`src/rtl/cfu_cmd_sequencer.sv`:
```
`timescale 1ns/1ps
// CFU command front-end: decodes custom-instruction functions, owns the
// A/B/C buffer address muxing and sequences blocking/non-blocking TPU launches.
module cfu_cmd_sequencer #(
  parameter int A_BITS  = 15,
  parameter int B_BITS  = 15,
  parameter int C_BITS  = 10,
  parameter int C_LANES = 4
) (
  input  logic                  clk,
  input  logic                  reset,
  input  logic                  cmd_valid,
  output logic                  cmd_ready,
  input  logic [9:0]            cmd_payload_function_id,
  input  logic [31:0]           cmd_payload_inputs_0,
  input  logic [31:0]           cmd_payload_inputs_1,
  output logic                  rsp_valid,
  input  logic                  rsp_ready,
  output logic [31:0]           rsp_payload_outputs_0,
  output logic                  a_wr_en,
  output logic                  b_wr_en,
  output logic [A_BITS-1:0]     a_index,
  output logic [B_BITS-1:0]     b_index,
  output logic [31:0]           a_wdata,
  output logic [31:0]           b_wdata,
  output logic [C_BITS-1:0]     c_index,
  input  logic [32*C_LANES-1:0] c_rdata,
  output logic                  tpu_in_valid,
  output logic [10:0]           tpu_k,
  output logic [11:0]           tpu_m,
  output logic [8:0]            tpu_n,
  output logic [31:0]           tpu_input_offset,
  input  logic                  tpu_busy,
  input  logic [A_BITS-1:0]     tpu_a_index,
  input  logic [B_BITS-1:0]     tpu_b_index,
  input  logic [C_BITS-1:0]     tpu_c_index
);

  // IDLE: accept commands | READ: C data arriving | CALC: blocking GO | RESP: hold response
  typedef enum logic [1:0] {IDLE, READ, CALC, RESP} state_t;

  localparam logic [2:0] FN_WRITE_A  = 3'd0;
  localparam logic [2:0] FN_WRITE_B  = 3'd1;
  localparam logic [2:0] FN_READ_C   = 3'd2;
  localparam logic [2:0] FN_GO       = 3'd3;
  localparam logic [2:0] FN_GO_ASYNC = 3'd4;
  localparam logic [2:0] FN_STATUS   = 3'd5;
  localparam logic [2:0] FN_SET_PTR  = 3'd6;

  state_t            state, state_nxt;
  logic [2:0]        fn;
  logic              auto_inc;
  logic              accept;
  logic              start;
  logic              tpu_mode;
  logic              job_done;
  logic              run;
  logic [A_BITS-1:0] a_ptr;
  logic [B_BITS-1:0] b_ptr;
  logic [31:0]       count;
  logic [31:0]       count_inc;
  logic [2:0]        lane;
  logic [31:0]       lane_data;
  logic [31:0]       rsp_data;
  logic              unused_fn_bits;

  assign fn             = cmd_payload_function_id[5:3];
  assign auto_inc       = cmd_payload_function_id[0];
  assign unused_fn_bits = ^{cmd_payload_function_id[9:6], cmd_payload_function_id[2:1]};
  assign cmd_ready      = (state == IDLE) && (!run || fn == FN_STATUS);
  assign accept         = cmd_valid && cmd_ready;
  assign start          = accept && (fn == FN_GO || fn == FN_GO_ASYNC);
  assign tpu_mode       = (state == CALC) || run;
  // The start pulse cycle never counts as "done": the TPU may raise busy late.
  assign job_done       = !tpu_in_valid && !tpu_busy;
  assign count_inc      = (count == 32'hFFFF_FFFF) ? count : count + 32'd1;
  assign a_wdata        = cmd_payload_inputs_0;
  assign b_wdata        = cmd_payload_inputs_0;
  assign rsp_payload_outputs_0 = rsp_data;

  // Lane 0 is the most significant 32 bits of the C word.
  always_comb begin
    lane_data = '0;
    for (int i = 0; i < C_LANES; i++) begin
      if (lane == 3'(i)) lane_data = c_rdata[32*(C_LANES-i)-1 -: 32];
    end
  end

  always_ff @(posedge clk) begin
    if (reset) state <= IDLE;
    else       state <= state_nxt;
  end

  always_comb begin
    state_nxt = state;
    rsp_valid = 1'b0;
    a_wr_en   = 1'b0;
    b_wr_en   = 1'b0;
    a_index   = tpu_a_index;
    b_index   = tpu_b_index;
    c_index   = tpu_c_index;
    if (!tpu_mode) begin
      a_index = auto_inc ? a_ptr : cmd_payload_inputs_1[A_BITS-1:0];
      b_index = auto_inc ? b_ptr : cmd_payload_inputs_1[B_BITS-1:0];
      c_index = cmd_payload_inputs_1[C_BITS-1:0];
    end
    case (state)
      IDLE: begin
        if (accept) begin
          state_nxt = RESP;
          case (fn)
            FN_WRITE_A: a_wr_en   = 1'b1;
            FN_WRITE_B: b_wr_en   = 1'b1;
            FN_READ_C:  state_nxt = READ;
            FN_GO:      state_nxt = CALC;
            default:    state_nxt = RESP;
          endcase
        end
      end
      READ: state_nxt = RESP;
      CALC: if (job_done) state_nxt = RESP;
      RESP: begin
        rsp_valid = 1'b1;
        if (rsp_ready) state_nxt = IDLE;
      end
      default: state_nxt = IDLE;
    endcase
  end

  always_ff @(posedge clk) begin
    if (reset) begin
      a_ptr            <= '0;
      b_ptr            <= '0;
      count            <= '0;
      run              <= 1'b0;
      lane             <= '0;
      rsp_data         <= '0;
      tpu_in_valid     <= 1'b0;
      tpu_k            <= '0;
      tpu_m            <= '0;
      tpu_n            <= '0;
      tpu_input_offset <= '0;
    end else begin
      tpu_in_valid <= start;
      if (start) begin
        tpu_k            <= cmd_payload_inputs_0[31:21];
        tpu_m            <= cmd_payload_inputs_0[20:9];
        tpu_n            <= cmd_payload_inputs_0[8:0];
        tpu_input_offset <= cmd_payload_inputs_1;
        count            <= '0;
      end else if (tpu_mode) begin
        count <= count_inc;
      end

      if (run && job_done) run <= 1'b0;
      if (accept && fn == FN_GO_ASYNC) run <= 1'b1;

      if (accept && fn == FN_SET_PTR) begin
        a_ptr <= cmd_payload_inputs_0[A_BITS-1:0];
        b_ptr <= cmd_payload_inputs_1[B_BITS-1:0];
      end else begin
        if (a_wr_en && auto_inc) a_ptr <= a_ptr + 1'b1;
        if (b_wr_en && auto_inc) b_ptr <= b_ptr + 1'b1;
      end

      if (accept && fn == FN_READ_C) lane <= cmd_payload_inputs_0[2:0];

      if (accept) begin
        case (fn)
          FN_STATUS: rsp_data <= {run, count[30:0]};
          3'd7:      rsp_data <= 32'hFFFF_FFFF;
          default:   rsp_data <= '0;
        endcase
      end else if (state == READ) begin
        rsp_data <= lane_data;
      end else if (state == CALC && job_done) begin
        rsp_data <= count_inc;
      end
    end
  end

endmodule

```
`config.mk`:
```
export PLATFORM = sky130hd
export DESIGN_NAME = cfu_cmd_sequencer
export DESIGN_NICKNAME = d
export VERILOG_FILES = /design/src/rtl/cfu_cmd_sequencer.sv
export SDC_FILE = /design/constraint.sdc
export NUM_CORES = 1
export LEC_CHECK = 0
export CORE_ASPECT_RATIO = 0.5
export CORE_MARGIN = 5
export CORE_UTILIZATION = 43
export DETAILED_ROUTE_END_ITERATION = 12
export GPL_TIMING_DRIVEN = 0
export PLACE_DENSITY = 0.78
export SYNTH_ARGS = -nofsm -noshare
export SYNTH_HDL_FRONTEND = slang
export SYNTH_SLANG_ARGS = --single-unit
```
`constraint.sdc`:
```
create_clock -name clk -period 3.2 [get_ports clk]
set_input_delay 0.64 -clock clk [delete_from_list [all_inputs] [get_ports clk]]
set_output_delay 0.64 -clock clk [all_outputs]
set_load 0.005 [all_outputs]
```
* After elaboration in Yosys (flattened, before gate mapping)
Cells that the tools add are included.
** Operators by class
- Add/subtract/negate cells :: 3
- $mul :: 0
- Divide/modulo/power cells :: 0
- Order comparisons :: 0
- Equal/unequal tests :: 17
- Shift-type cells :: 0
- Mux-type cells :: 32
- Bitwise gates (word level) :: 0
- Reductions and logical operators :: 26
** Operators by type and width (number)
- $mux 32 :: 8
- $mux 15 :: 8
- $pmux 32 s2 :: 1
- $add 32x1->32 const B :: 1
- $eq 32x32->1 const B :: 1
- $add 15x1->15 const B :: 2
- $eq 3x2->1 const B :: 4
- $eq 3x3->1 const B :: 4
- $logic_and 1x1->1 :: 11
- $mux 10 :: 1
- $mux 1 :: 9
- $pmux 2 s4 :: 1
- $eq 3x1->1 const B :: 2
- $logic_not 3->1 :: 2
- $mux 2 :: 3
- $ne 2x2->1 const B :: 3
- $reduce_bool 2->1 :: 3
- $eq 2x2->1 const B :: 2
- $pmux 2 s2 :: 1
- $logic_not 1->1 :: 3
- $logic_or 1x1->1 :: 3
- $reduce_and 3->1 :: 1
- $reduce_bool 3->1 :: 1
- $eq 2x1->1 const B :: 1
- other kinds (2) :: 2
** Word-level totals
- Bits in registers :: 165
- Latch bits :: 0
- Bits in writable memories :: 0
- Memory bits (read-only) :: 0
- Input port bits :: 247
- Output and inout port bits :: 205
- Memories :: 0

* Longest topological paths before layout
- Depth after elaboration :: 9
- Mapped depth :: 11
- Mapped depth without buffers :: 8

* Worst setup path before layout
Ideal clock, no wire load.
- Path type :: input to register
- Start :: in cmd_payload_function_id[3]
- End :: reg a_ptr[13]
- Setup time :: 0.067 ns
- Arrival time :: 2.477 ns
- Required time :: 3.133 ns
- Slack :: 0.656 ns
- Stages on the path :: 8
- Buffers on the path :: 2
- Path through :: buf_6 > and4bb_1 > buf_4 > nand3_2 > or3_4 > or4_1 > mux2_4 > a21oi_2
** On the way
- Longest elaborated chain between the ends :: 8
- Elaborated cells on any way between the ends :: 13
- Classes of those cells :: 2 x eq/ne; 4 x mux; 7 x reduce/logical
** RTL lines
- start: declaration :: line 14 : input logic [9:0] cmd_payload_function_id,
- $eq 3x3->1 :: line 70 : assign cmd_ready = (state == IDLE) && (!run || fn == FN_STATUS);
- $logic_or 1x1->1 :: line 70
- $logic_and 1x1->1 :: line 70
- $logic_and 1x1->1 :: line 71 : assign accept = cmd_valid && cmd_ready;
- $mux 1 :: line 109 : if (accept) begin
- $mux 1 :: line 107 : case (state)
- $logic_and 1x1->1 :: line 162 : if (a_wr_en && auto_inc) a_ptr <= a_ptr + 1'b1;
- $reduce_bool 2->1 (no source line)
- end signal: assignment :: line 159 : a_ptr <= cmd_payload_inputs_0[A_BITS-1:0];
- end signal: assignment :: line 162
- end: declaration :: line 58 : logic [A_BITS-1:0] a_ptr;
Several ways; a longest one is shown, not always the timed one.
A chain may end at the register's enable or synchronous reset.

* Final worst setup path
- Start :: reg state[0]
- End :: out a_index[12]
** On the way
- Longest elaborated chain between the ends :: 3
** RTL lines
- start: declaration :: line 50 : state_t state, state_nxt;
- start signal: assignment :: line 91 : else state <= state_nxt;
- $eq 2x2->1 :: line 73 : assign tpu_mode = (state == CALC) || run;
- $logic_or 1x1->1 :: line 73
- $mux 15 :: line 102 : if (!tpu_mode) begin
- end: declaration :: line 22 : output logic [A_BITS-1:0] a_index,
No other way between the ends.

==> out/metrics.cfg <==
[status]
status=finished, final reports clean

[clock_network]
cts.htree.levels=4
clock_latency_ps=450
cts_setup_buffers=0
clk_path_buf_depth=2
numClockSinks=165
cts_buffers=17
root_buffer=clkbuf_16
path_clk_slew_ps=70
ctsHoldBuffers=0
cts_tree=done

[critical_path]
startpoint_type=flip-flop
crit_start=state[0]
worstReg2RegEnd=rsp_payload_outputs_0[26]
critPathArrivalTime_ps=2540
crit_type=reg2out
r2r_slack_ps=60
worstPathRequired_ps=2560
critPathMaxFanout=10
slowest_stage=clkdlybuf4s50_1
rr_worst_depth=7
end_kind=output port
crit_end=a_index[12]
rr_startpoint=lane[1]
max_stage_delay_ps=530
crit_chain=inv_1, ha_4, or2_2, buf_8, clkbuf_4, o21ai_0, clkdlybuf4s50_1

[global_routing]
grt_usage=0.3467
antenna_found_initial=1
grt_max_degree=17
grt_pass1_vias=11760
grt_pass1_wl_um=72040
grt_overflow_total=0

[sta]
timing.final.crit_period_ps=3179
hold_viol=0
final.setup_skew_ps=12.60
max_freq_mhz=314.6
setup_violations=0
fin_crit_sh=0.9934
worst_pin_slew_ps=915.6
slew_viol_final=0
max_slew_margin=0.3840

[routing]
drt_wl_total_um=49090
ant_nets=0
dr.pass1.iters=6
wire_per_inst_um=22.58
vias=12600
drc=0
routed_via_density=5.797
drtIter0Drc=1463

[synthesis]
netlist.area_leader.share=0.3272
ys_async_sr_fraction=0
synth.avg_cell_area_um2=7.248
synth_seq_cells=165
yosysSeqAreaShare=0.3272
syn_nets=1647
synth_edf_count=0
syn_inst=1393
synth_cell_types=68
yosys_warnings=0
ys_top_cells_by_area=dfxtp_1 (33%), nand2_1 (9.7%), a21oi_1 (7.0%), o21ai_0 (5.2%), buf_4 (4.8%)
yosys.area.top_type=dfxtp_1
yosysMostFrequentCell=nand2_1
synth_ff_type=dfxtp_1
netlist_area_mm2=0.01010
synth_common_cells=nand2_1 (262), dfxtp_1 (165), a21oi_1 (141)

[finish]
nets=2108
multiInputGateArea_mm2=0.005872
diodes=0
fillers=1973
drive_gt1_frac=0.08838
seq_area_mm2=0.003304
fin_area_mm2=0.01569
area_delta_synth_final_pct=55.36
fin_util=0.6839

[placed_design]
place_congestion=1.017
dp_hpwl_um=39580
place_area_mm2=0.01492
io_buffers=444

[floorplanning]
die_w_um=226.7
ioPinCount=452
num_rows=39
initial_core_util=0.4402
die_area_mm2=0.02683
die_y_um=118.4
coreArea_mm2=0.02293

[min_path]
hp-class=reg2reg

[power]
p_leak_uw=0.005552
powerDensity_mw_per_mm2=555.0
max-vdd-ir-drop_mv=0.3884

[flow_run]
cap_viol_max_count=0

flip-flops by register name, indices dropped and copies added (netlist names):
register and cells:
a_ptr 15, b_ptr 15, count 32, lane 3, rsp_payload_outputs_0 32, run 1
state 2, tpu_in_valid 1, tpu_input_offset 32, tpu_k 11, tpu_m 12, tpu_n 9
critical path, delay by kind of cell (launching register included):
kind,cells,cell delay (ps)
adders and majority gates,1,210
buffers and inverters,4,1010
DFF,1,360
AOI/OAI and AO/OA,1,170
and+or+nand+nor,1,330
cell families after synthesis:
kind of cell / after synthesis / synth area share
and+or+nand+nor: 559 / 0.2474
AOI/OAI and AO/OA: 379 / 0.2285
buffers and inverters: 187 / 0.09580
DFF: 165 / 0.3272
xor gates and xnor gates: 59 / 0.05118
muxes: 37 / 0.04127
adders and majority gates: 7 / 0.008675
layout make-up:
cell class | count | share of cell area
multi-input cells | 1041 | 0.3744
repair buffers | 444 | 0.2837
flip-flops and latches | 165 | 0.2107
plain buffers | 169 | 0.06166
clock buffers | 19 | 0.02888
well taps | 307 | 0.02449
clock inverters | 13 | 0.01244
inverters | 16 | 0.003829
how the worst min path moves through the flow:
stage,from,slack (ps),cells after the start,endpoint
after floorplan,a_ptr[11],450,2,a_ptr[11]
after global placement,tpu_input_offset[29],440,2,tpu_input_offset[29]
after detailed placement,tpu_m[0],450,2,tpu_m[0]
after CTS,tpu_m[0],450,2,tpu_m[0]
after global routing,tpu_n[5],470,2,tpu_n[5]
final,tpu_n[3],450,2,tpu_n[3]
where the power goes:
group	internal [uW]	switching, uW
logic	1800	2110
clock network	1360	934
registers	2320	185
timing repair:
item | CTS | global route
setup endpoints to repair | 40 | 52
cloned | 0 | 0
resized for setup | 44 | 26
pin swaps | 1 | 0
through the flow:
stage | TNS [ps] | power (uW) | hold slack, ps | instances | setup WS, ps
CTS | 0 | 8593 | 455.0 | 2176 | 7.910
global placement | -29650 | 6185 | 442.4 | 2144 | -908.6
finish | 0 | 8706 | 454.4 | 2174 | 21.03
detailed placement | -36460 | 6251 | 446.2 | 2144 | -940.9
global route | -25.92 | 9070 | 473.2 | 2174 | -23.30
floorplan | 0 | 4208 | 445.3 | 1393 | 656.0
layout by cell type, fill, tap and decap left out, types with 20 or more instances in the layout:
master / count
nand3_1: 40
nand2_1: 261
o21ai_0: 94
nor2_1: 118
buf_4: 68
clkdlybuf4s50_1: 436
xnor2_1: 33
xor2_1: 26
nor3_1: 42
dfxtp_1: 164
mux2i_1: 21
clkbuf_1: 61
o221ai_1: 20
a21oi_1: 141
layer usage:
layer,routed length (um),share of wire,vias up,GRT usage
met2,23000,0.47,731,0.5663
met3,4956,0.10,115,0.07704
met4,1608,0.033,2,0.1112
met5,13,0.00026,-,0
li1,-,-,5764,-
met1,19520,0.40,5991,0.4582
No activity file was read; power rests on OpenSTA's default activity.
